File: config.mk
export PLATFORM = sky130hd
export DESIGN_NAME = lsb_db
export DESIGN_NICKNAME = d
export VERILOG_FILES = /design/src/rtl/lsb_pkg.sv /design/src/rtl/lsb_db_debounce.sv /design/src/rtl/lsb_db.sv
export SDC_FILE = /design/constraint.sdc
export NUM_CORES = 1
export LEC_CHECK = 0
export CAP_MARGIN = 20
export CORE_MARGIN = 2
export CORE_UTILIZATION = 55
export CTS_CLUSTER_DIAMETER = 50
export DETAILED_ROUTE_END_ITERATION = 6
export PLACE_DENSITY = 0.77
export SYNTH_ARGS = -nofsm -noshare
export SYNTH_HDL_FRONTEND = slang
export SYNTH_SLANG_ARGS = --single-unit
export TNS_END_PERCENT = 1
File: constraint.sdc
create_clock -name clk -period 19.04 [get_ports clk]
set_clock_uncertainty 0.2 [all_clocks]
set_input_delay 2.856 -clock clk [delete_from_list [all_inputs] [get_ports clk]]
set_output_delay 2.856 -clock clk [all_outputs]
set_load 0.02 [all_outputs]
File: src/rtl/lsb_pkg.sv
// Shared constants for the lsb_db board I/O block.
// Covers the register map, the red-LED set/clear flag and the seven-segment table.
package lsb_pkg;

  localparam logic [1:0] LSB_ADDR_IO   = 2'd0;
  localparam logic [1:0] LSB_ADDR_LEDR = 2'd1;
  localparam logic [1:0] LSB_ADDR_EVT  = 2'd2;
  localparam logic [1:0] LSB_ADDR_HEX  = 2'd3;

  localparam int unsigned LSB_SETCLR_BIT = 31;
  localparam int unsigned LSB_SEG_W      = 7;
  localparam int unsigned LSB_NIB_W      = 4;

  // Active-low gfedcba patterns, indexed by the nibble value 0..F.
  localparam logic [15:0][LSB_SEG_W-1:0] LSB_SEG7 = {
    7'h0E, 7'h06, 7'h21, 7'h46, 7'h03, 7'h08, 7'h10, 7'h00,
    7'h78, 7'h02, 7'h12, 7'h19, 7'h30, 7'h24, 7'h79, 7'h40
  };

endpackage

File: src/rtl/lsb_db_debounce.sv
// Two-flop synchroniser followed by a per-bit stability debouncer.
// A bit only changes after DEB_CYCLES consecutive cycles of disagreement.
module debounce #(
  parameter int unsigned WIDTH      = 1,
  parameter int unsigned DEB_CYCLES = 50000
) (
  input  logic             clk,
  input  logic             rst,
  input  logic [WIDTH-1:0] i_raw,
  output logic [WIDTH-1:0] o_stable
);

  localparam int unsigned      CNT_W    = $clog2(DEB_CYCLES);
  localparam logic [CNT_W-1:0] CNT_LAST = CNT_W'(DEB_CYCLES - 1);

  logic [WIDTH-1:0] r_sync1;
  logic [WIDTH-1:0] r_sync2;

  always_ff @(posedge clk or posedge rst) begin
    if (rst) begin
      r_sync1 <= '0;
      r_sync2 <= '0;
    end else begin
      r_sync1 <= i_raw;
      r_sync2 <= r_sync1;
    end
  end

  for (genvar i = 0; i < WIDTH; i++) begin : g_bit
    logic [CNT_W-1:0] r_cnt;
    logic             r_stable;

    // Counter tracks consecutive cycles where the synced input disagrees.
    always_ff @(posedge clk or posedge rst) begin
      if (rst) begin
        r_cnt    <= '0;
        r_stable <= 1'b0;
      end else if (r_sync2[i] == r_stable) begin
        r_cnt <= '0;
      end else if (r_cnt == CNT_LAST) begin
        r_cnt    <= '0;
        r_stable <= r_sync2[i];
      end else begin
        r_cnt <= r_cnt + CNT_W'(1);
      end
    end

    assign o_stable[i] = r_stable;
  end

endmodule

File: src/rtl/lsb_db.sv
// LEDs/switches/buttons I/O block with debounced inputs, button events and irq.
// Optional seven-segment hex output is enabled by defining LSB_DB_HEX_EN.
module lsb_db
  import lsb_pkg::*;
#(
  parameter int unsigned NUM_BTN    = 4,
  parameter int unsigned NUM_SWI    = 18,
  parameter int unsigned NUM_LEDR   = 18,
  parameter int unsigned NUM_LEDG   = 9,
  parameter int unsigned NUM_HEX    = 8,
  parameter int unsigned DEB_CYCLES = 50000
) (
  input  logic                  clk,
  input  logic                  rst,
  input  logic                  stb,
  input  logic                  we,
  input  logic [1:0]            addr,
  input  logic [31:0]           data_in,
  output logic [31:0]           data_out,
  output logic                  ack,
  output logic                  irq,
  input  logic [NUM_LEDR-1:0]   leds_r_in,
  input  logic [NUM_BTN-1:0]    btn_in_n,
  input  logic [NUM_SWI-1:0]    swi_in,
  output logic [NUM_LEDR-1:0]   leds_r,
  output logic [NUM_LEDG-1:0]   leds_g,
  output logic [7*NUM_HEX-1:0]  hex_n,
  output logic [NUM_BTN-1:0]    btn_out,
  output logic [NUM_SWI-1:0]    swi_out
);

  logic [NUM_BTN-1:0]  w_btn_db;
  logic [NUM_SWI-1:0]  w_swi_db;
  logic [NUM_BTN-1:0]  w_btn_pressed;
  logic [NUM_BTN-1:0]  w_evt_set;
  logic [NUM_BTN-1:0]  w_evt_clr;
  logic                w_wr;
  logic                w_wr_io;
  logic                w_wr_ledr;
  logic                w_wr_evt;
  logic [31:0]         w_hex_rd;
  logic [31:0]         w_rdata;

  logic [NUM_LEDG-1:0] r_ledg;
  logic [NUM_LEDR-1:0] r_red;
  logic [NUM_LEDR-1:0] r_ledr_in;
  logic [NUM_BTN-1:0]  r_btn_prev;
  logic [NUM_BTN-1:0]  r_evt;
  logic                r_irq;

  assign w_btn_pressed = ~btn_in_n;

  debounce #(.WIDTH(NUM_BTN), .DEB_CYCLES(DEB_CYCLES)) u_btn_db (
    .clk      (clk),
    .rst      (rst),
    .i_raw    (w_btn_pressed),
    .o_stable (w_btn_db)
  );

  debounce #(.WIDTH(NUM_SWI), .DEB_CYCLES(DEB_CYCLES)) u_swi_db (
    .clk      (clk),
    .rst      (rst),
    .i_raw    (swi_in),
    .o_stable (w_swi_db)
  );

  assign w_wr      = stb & we;
  assign w_wr_io   = w_wr && (addr == LSB_ADDR_IO);
  assign w_wr_ledr = w_wr && (addr == LSB_ADDR_LEDR);
  assign w_wr_evt  = w_wr && (addr == LSB_ADDR_EVT);

  // Event bits set on a debounced press edge; set beats a same-cycle clear.
  assign w_evt_set = w_btn_db & ~r_btn_prev;
  assign w_evt_clr = w_wr_evt ? data_in[NUM_BTN-1:0] : '0;

  always_ff @(posedge clk or posedge rst) begin
    if (rst) begin
      r_ledg     <= '0;
      r_red      <= '0;
      r_ledr_in  <= '0;
      r_btn_prev <= '0;
      r_evt      <= '0;
      r_irq      <= 1'b0;
    end else begin
      if (w_wr_io) begin
        r_ledg <= data_in[NUM_LEDG-1:0];
      end
      if (w_wr_ledr) begin
        r_red <= data_in[LSB_SETCLR_BIT] ? (r_red | data_in[NUM_LEDR-1:0])
                                         : (r_red & ~data_in[NUM_LEDR-1:0]);
      end
      r_ledr_in  <= leds_r_in;
      r_btn_prev <= w_btn_db;
      r_evt      <= (r_evt & ~w_evt_clr) | w_evt_set;
      r_irq      <= |r_evt;
    end
  end

`ifdef LSB_DB_HEX_EN
  logic                 w_wr_hex;
  logic [31:0]          r_hex;
  logic [7*NUM_HEX-1:0] r_hex_n;

  assign w_wr_hex = w_wr && (addr == LSB_ADDR_HEX);

  always_ff @(posedge clk or posedge rst) begin
    if (rst) begin
      r_hex   <= '0;
      r_hex_n <= '1;
    end else begin
      if (w_wr_hex) begin
        r_hex <= data_in;
      end
      for (int k = 0; k < int'(NUM_HEX); k++) begin
        r_hex_n[LSB_SEG_W*k +: LSB_SEG_W] <= LSB_SEG7[r_hex[LSB_NIB_W*k +: LSB_NIB_W]];
      end
    end
  end

  assign w_hex_rd = r_hex;
  assign hex_n    = r_hex_n;
`else
  logic w_unused_data;

  assign w_unused_data = ^data_in;
  assign w_hex_rd      = '0;
  assign hex_n         = '1;
`endif

  always_comb begin
    w_rdata = '0;
    case (addr)
      LSB_ADDR_IO:   w_rdata = (32'(w_swi_db) << 8) | 32'(w_btn_db);
      LSB_ADDR_LEDR: w_rdata = 32'(r_red);
      LSB_ADDR_EVT:  w_rdata = 32'(r_evt);
      LSB_ADDR_HEX:  w_rdata = w_hex_rd;
      default:       w_rdata = '0;
    endcase
  end

  assign data_out = (stb && !we) ? w_rdata : '0;
  assign ack      = stb;
  assign irq      = r_irq;
  assign leds_r   = r_red | r_ledr_in;
  assign leds_g   = r_ledg;
  assign btn_out  = w_btn_db;
  assign swi_out  = w_swi_db;

endmodule

==> results summary <==
The final net count came out at 2412. The mean number of vias per cell came out at 5.43. The area share of the largest cell type after synthesis came out at between 50% and 60%. The die is 206 microns tall. The longest clock path from root to sink contains 3 buffers. Global routing consumed, over all layers together, 21.2% of the routing resources. The detailed-route DRC error count came out at 0. The path class of the tightest hold or removal check is flip-flop to flip-flop. The kind of critical path is input pin to primary output. The sequential share of the synthesized area came out at between 50 and 60%. Global routing used 28.5% of the available met1 tracks. The number of clock sinks seen by CTS came out at about 470.

The later-pin clock latency in the skew report came out at 0.59 ns. The worst hold path terminates at u_swi_db.r_sync2[8]. The unique cell type count in the Yosys netlist is 41. The largest vdd supply drop is 0.0602 mV. The number of nets with antenna violations after routing came out at 0. STA classifies the critical path endpoint as a primary output.

The xor-xnor portion of the synthesized cell area came out at 12.2%. The startpoint of the worst-slack reg-to-reg timing path is u_btn_db.g_bit[0].r_cnt[12]. The first-pass GRT wire length came out at 74.7 mm. The sum of routed wire length over all layers is 43.7 mm. The number of flops mapped to enable cells by yosys is 0. The cell count after synthesis came out at 2167. The final core utilization came out at 63.7%.

Measured along the x axis, the die boundary spans 206 microns. The HPWL after detailed placement came out at 28.8 mm. The count of buffers added by post-CTS timing repair for setup came out at 0. The startpoint identified for the worst hold timing path is u_swi_db.r_sync1[8].

Setup repair after global routing left no endpoint under its margin. The final hold violation count is 0. Timing would allow up to 115 MHz. The count of TritonRoute iterations in the first routing pass is 5. The routability-driven placement congestion ratio is 0.874. The final critical-path share of the clock period came out at 45.8%. The register bit count reported by yosys is roughly 470. STA puts the critical path data arrival time at 5.66 ns. The mean post-synth cell area came out at 10.4 sq um. The post-placement worst setup slack came out at a little over 10 ns. In this run the tool buffered the top-level ports with approximately 140 buffer cells.

In this run the critical register-to-register path is captured at u_btn_db.g_bit[0].r_cnt[15]. The post-route netlist has 8.37% of its cells at a drive strength greater than 1. The TritonCTS clock tree is yes. The total overflow reported by the global router is 0. The worst reg2reg path depth came out at 4.

The buffer type at the clock tree root is sky130_fd_sc_hd__clkbuf_16. The met3 routing resource usage after global routing is 3.09%. The overall power after layout came out at 0.00227 W. The compound-gate portion of the synthesized area is between 2 and 3%. The initial core utilization came out at 55.3%.

The die footprint came out at 42500 sq um. During synthesis, Yosys emitted a total of 0 warnings. The total number of H-tree levels came out at 2. The cell taking the most area after synthesis is sky130_fd_sc_hd__dfrtp_1. The max-slew violation total from the final report is 0. Row generation in the floorplan step produced between 70 and 80 rows. The total of endpoints with negative setup slack in the final report is 0.

Max-cap violations in this run came to 0. After filler insertion, the fill cell instance count of the layout stands at ~3.1k. The average detailed-routed wire length per instance came out at 15.1 microns.

0 antenna diodes ended up in the layout. The number of cells on the worst hold path came out at 0. The number of hold-repair buffers added at the cts stage came out at 0. The number of placed I/O pins came out at 217.

The total negative setup slack is 0 ns. The leakage power is 10.7 nW. In this run the register-to-register setup slack is 16.75 ns. The total of cells resized after clock tree synthesis came out at 0. Buffers inserted during clock tree synthesis total 53. The number of global-route vias before repair is 15.7k.

Leaving out fill and tap cells, the most frequent cell in the layout is sky130_fd_sc_hd__dfrtp_1. Global routing consumed, on the met2 layer, 35.7% of the routing resources. met2 is the most crowded layer. The simple logic cell fraction of the synthesized area is 23.3%.

The slack of the critical path came out at 10.32 ns. The routed design could run at a clock period as short as 8.72 ns. The launching element type of the critical path is an input pin. The mux cell area share after synthesis came out at 3.08%. Counting flops with an async set or reset pin after synthesis yields a share of 100%.

The via total after detailed routing came out at 15.7k. The cell area that synthesis handed to floorplanning was 22500 sq um. The flow ran to the end, and the final reports show no timing, DRC or antenna violations. The largest net degree at the start of global routing is 130.

The ratio of total power to cell area is around 88 nW/um^2. The headroom to the max-slew limit came out at 28.8%. Along the worst path, the maximum fanout reaches 11.

The required time of the critical path is approximately 16 ns. After clock tree synthesis, the clock-pin slew on the worst setup and hold paths is ~0.060 ns. The adder-cell share of the synthesized area is 1.22%.

Among all flip-flop cells after synthesis, the most frequent one is sky130_fd_sc_hd__dfrtp_1. In the layout the commonest cells are sky130_fd_sc_hd__dfrtp_1 (472), sky130_fd_sc_hd__nor2_1 (403), sky130_fd_sc_hd__xnor2_1 (228), sky130_fd_sc_hd__clkdlybuf4s50_1 (141), sky130_fd_sc_hd__nand3_1 (126). For this block, the initial DRC count from the detailed router was approximately 950. After floorplanning, the core was sized to cover 40600 sq um. The slew at the pin closest to its max-slew limit came out at 1.06 ns. By area the synthesized netlist is led by sky130_fd_sc_hd__dfrtp_1 (52%), sky130_fd_sc_hd__xnor2_1 (8.9%), sky130_fd_sc_hd__nor2_1 (6.7%). The initial antenna violation count came to 0. After synthesis, the largest family of logic cells by area is simple AND/OR/NAND/NOR gates. The worst hold-check slack is 0.148 ns. The layout-stage area growth over the synthesis result came out at 15.0%.
==> cell type report <==
type,count,area (sq um),share of cell area [%]
sequential,472,11800,45.6
multi-input combinational,1564,9760,37.7
timing repair buffer,149,1510,5.84
clock buffer,66,1510,5.82
tap,532,666,2.57
clock inverter,31,354,1.37
inverter,72,278,1.07
==> worst max-delay path: stages <==
cell	delay, ns
sky130_fd_sc_hd__clkdlybuf4s50_1	0.52
sky130_fd_sc_hd__nor2b_1	0.33
sky130_fd_sc_hd__nand2b_1	0.45
sky130_fd_sc_hd__nor2_1	0.67
sky130_fd_sc_hd__and2_1	0.21
sky130_fd_sc_hd__clkdlybuf4s50_1	0.60
==> cells by family after synthesis <==
kind of cell	count (synthesis)
multiplexers	63
other	2
AO/OA/AOI/OAI	50
adder cells (fa/ha/maj)	22
flip-flops	472
buffers and inverters	191
XOR/XNOR	313
AND/OR/NAND/NOR	1054
==> flip-flops by register name (all words and copies together) (netlist names), named ones only <==
name	flops
irq	1
r_btn_prev	4
u_swi_db.g_bit.r_cnt	288
r_evt	4
leds_g	9
u_swi_db.g_bit.r_stable	18
r_ledr_in	18
u_btn_db.r_sync1	4
u_swi_db.r_sync1	18
u_btn_db.r_sync2	4
u_btn_db.g_bit.r_cnt	64
u_btn_db.g_bit.r_stable	4
u_swi_db.r_sync2	18
==> layer usage <==
metal | routed length, microns | up-vias
li1 | - | 7584
met1 | 19400 | 7733
met2 | 21800 | 293
met3 | 1490 | 65
met4 | 918 | 0
met5 | 0 | -
==> where the power goes <==
group          internal [W]  switching (W)  total [W]
combinational     0.0000608      0.0000832   0.000144
sequential          0.00103      0.0000260    0.00106
clock              0.000637       0.000432    0.00107
==> stage by stage <==
stage,std cells,area (sq um)
2_1_floorplan,2227,22700
3_3_place_gp,2787,24000
3_5_place_dp,2787,24000
4_1_cts,2884,25800
5_1_grt,2886,25900
6_report,2886,25900
==> cells in the mapped netlist, types with 9 or more instances <==
| cell | number |
|---|---|
| sky130_fd_sc_hd__buf_2 | 9 |
| sky130_fd_sc_hd__nand2_1 | 120 |
| sky130_fd_sc_hd__buf_4 | 88 |
| sky130_fd_sc_hd__nor2_1 | 403 |
| sky130_fd_sc_hd__or2_2 | 18 |
| sky130_fd_sc_hd__nand3_1 | 126 |
| sky130_fd_sc_hd__nor4b_1 | 11 |
| sky130_fd_sc_hd__or4_1 | 10 |
| sky130_fd_sc_hd__a21oi_1 | 21 |
| sky130_fd_sc_hd__clkbuf_1 | 9 |
| sky130_fd_sc_hd__o41ai_4 | 12 |
| sky130_fd_sc_hd__mux2_2 | 49 |
| sky130_fd_sc_hd__nor4bb_1 | 18 |
| sky130_fd_sc_hd__ha_1 | 22 |
| sky130_fd_sc_hd__mux2i_1 | 14 |
| sky130_fd_sc_hd__nand4_1 | 101 |
| sky130_fd_sc_hd__xor2_1 | 85 |
| sky130_fd_sc_hd__and3_1 | 42 |
| sky130_fd_sc_hd__nor4_1 | 94 |
| sky130_fd_sc_hd__dfrtp_1 | 472 |
| sky130_fd_sc_hd__o31ai_1 | 9 |
| sky130_fd_sc_hd__xnor2_1 | 228 |
| sky130_fd_sc_hd__inv_1 | 72 |
| sky130_fd_sc_hd__nor3_1 | 67 |
| sky130_fd_sc_hd__and2_1 | 12 |
| sky130_fd_sc_hd__buf_6 | 13 |
==> worst max path at each step <==
| stage | start | endpoint | slack [ns] | cells past startpoint |
|---|---|---|---|---|
| 2_1_floorplan | rst | asynchronous set/reset pin | 2.82 | 1 |
| 3_3_place_gp | stb | data_out[22] | 10.30 | 6 |
| 3_5_place_dp | stb | data_out[19] | 10.24 | 6 |
| 4_1_cts | stb | data_out[19] | 10.24 | 6 |
| 5_1_grt | stb | data_out[19] | 10.06 | 6 |
| 6_report | stb | data_out[19] | 10.32 | 6 |
(Power assumes the default switching activity.)
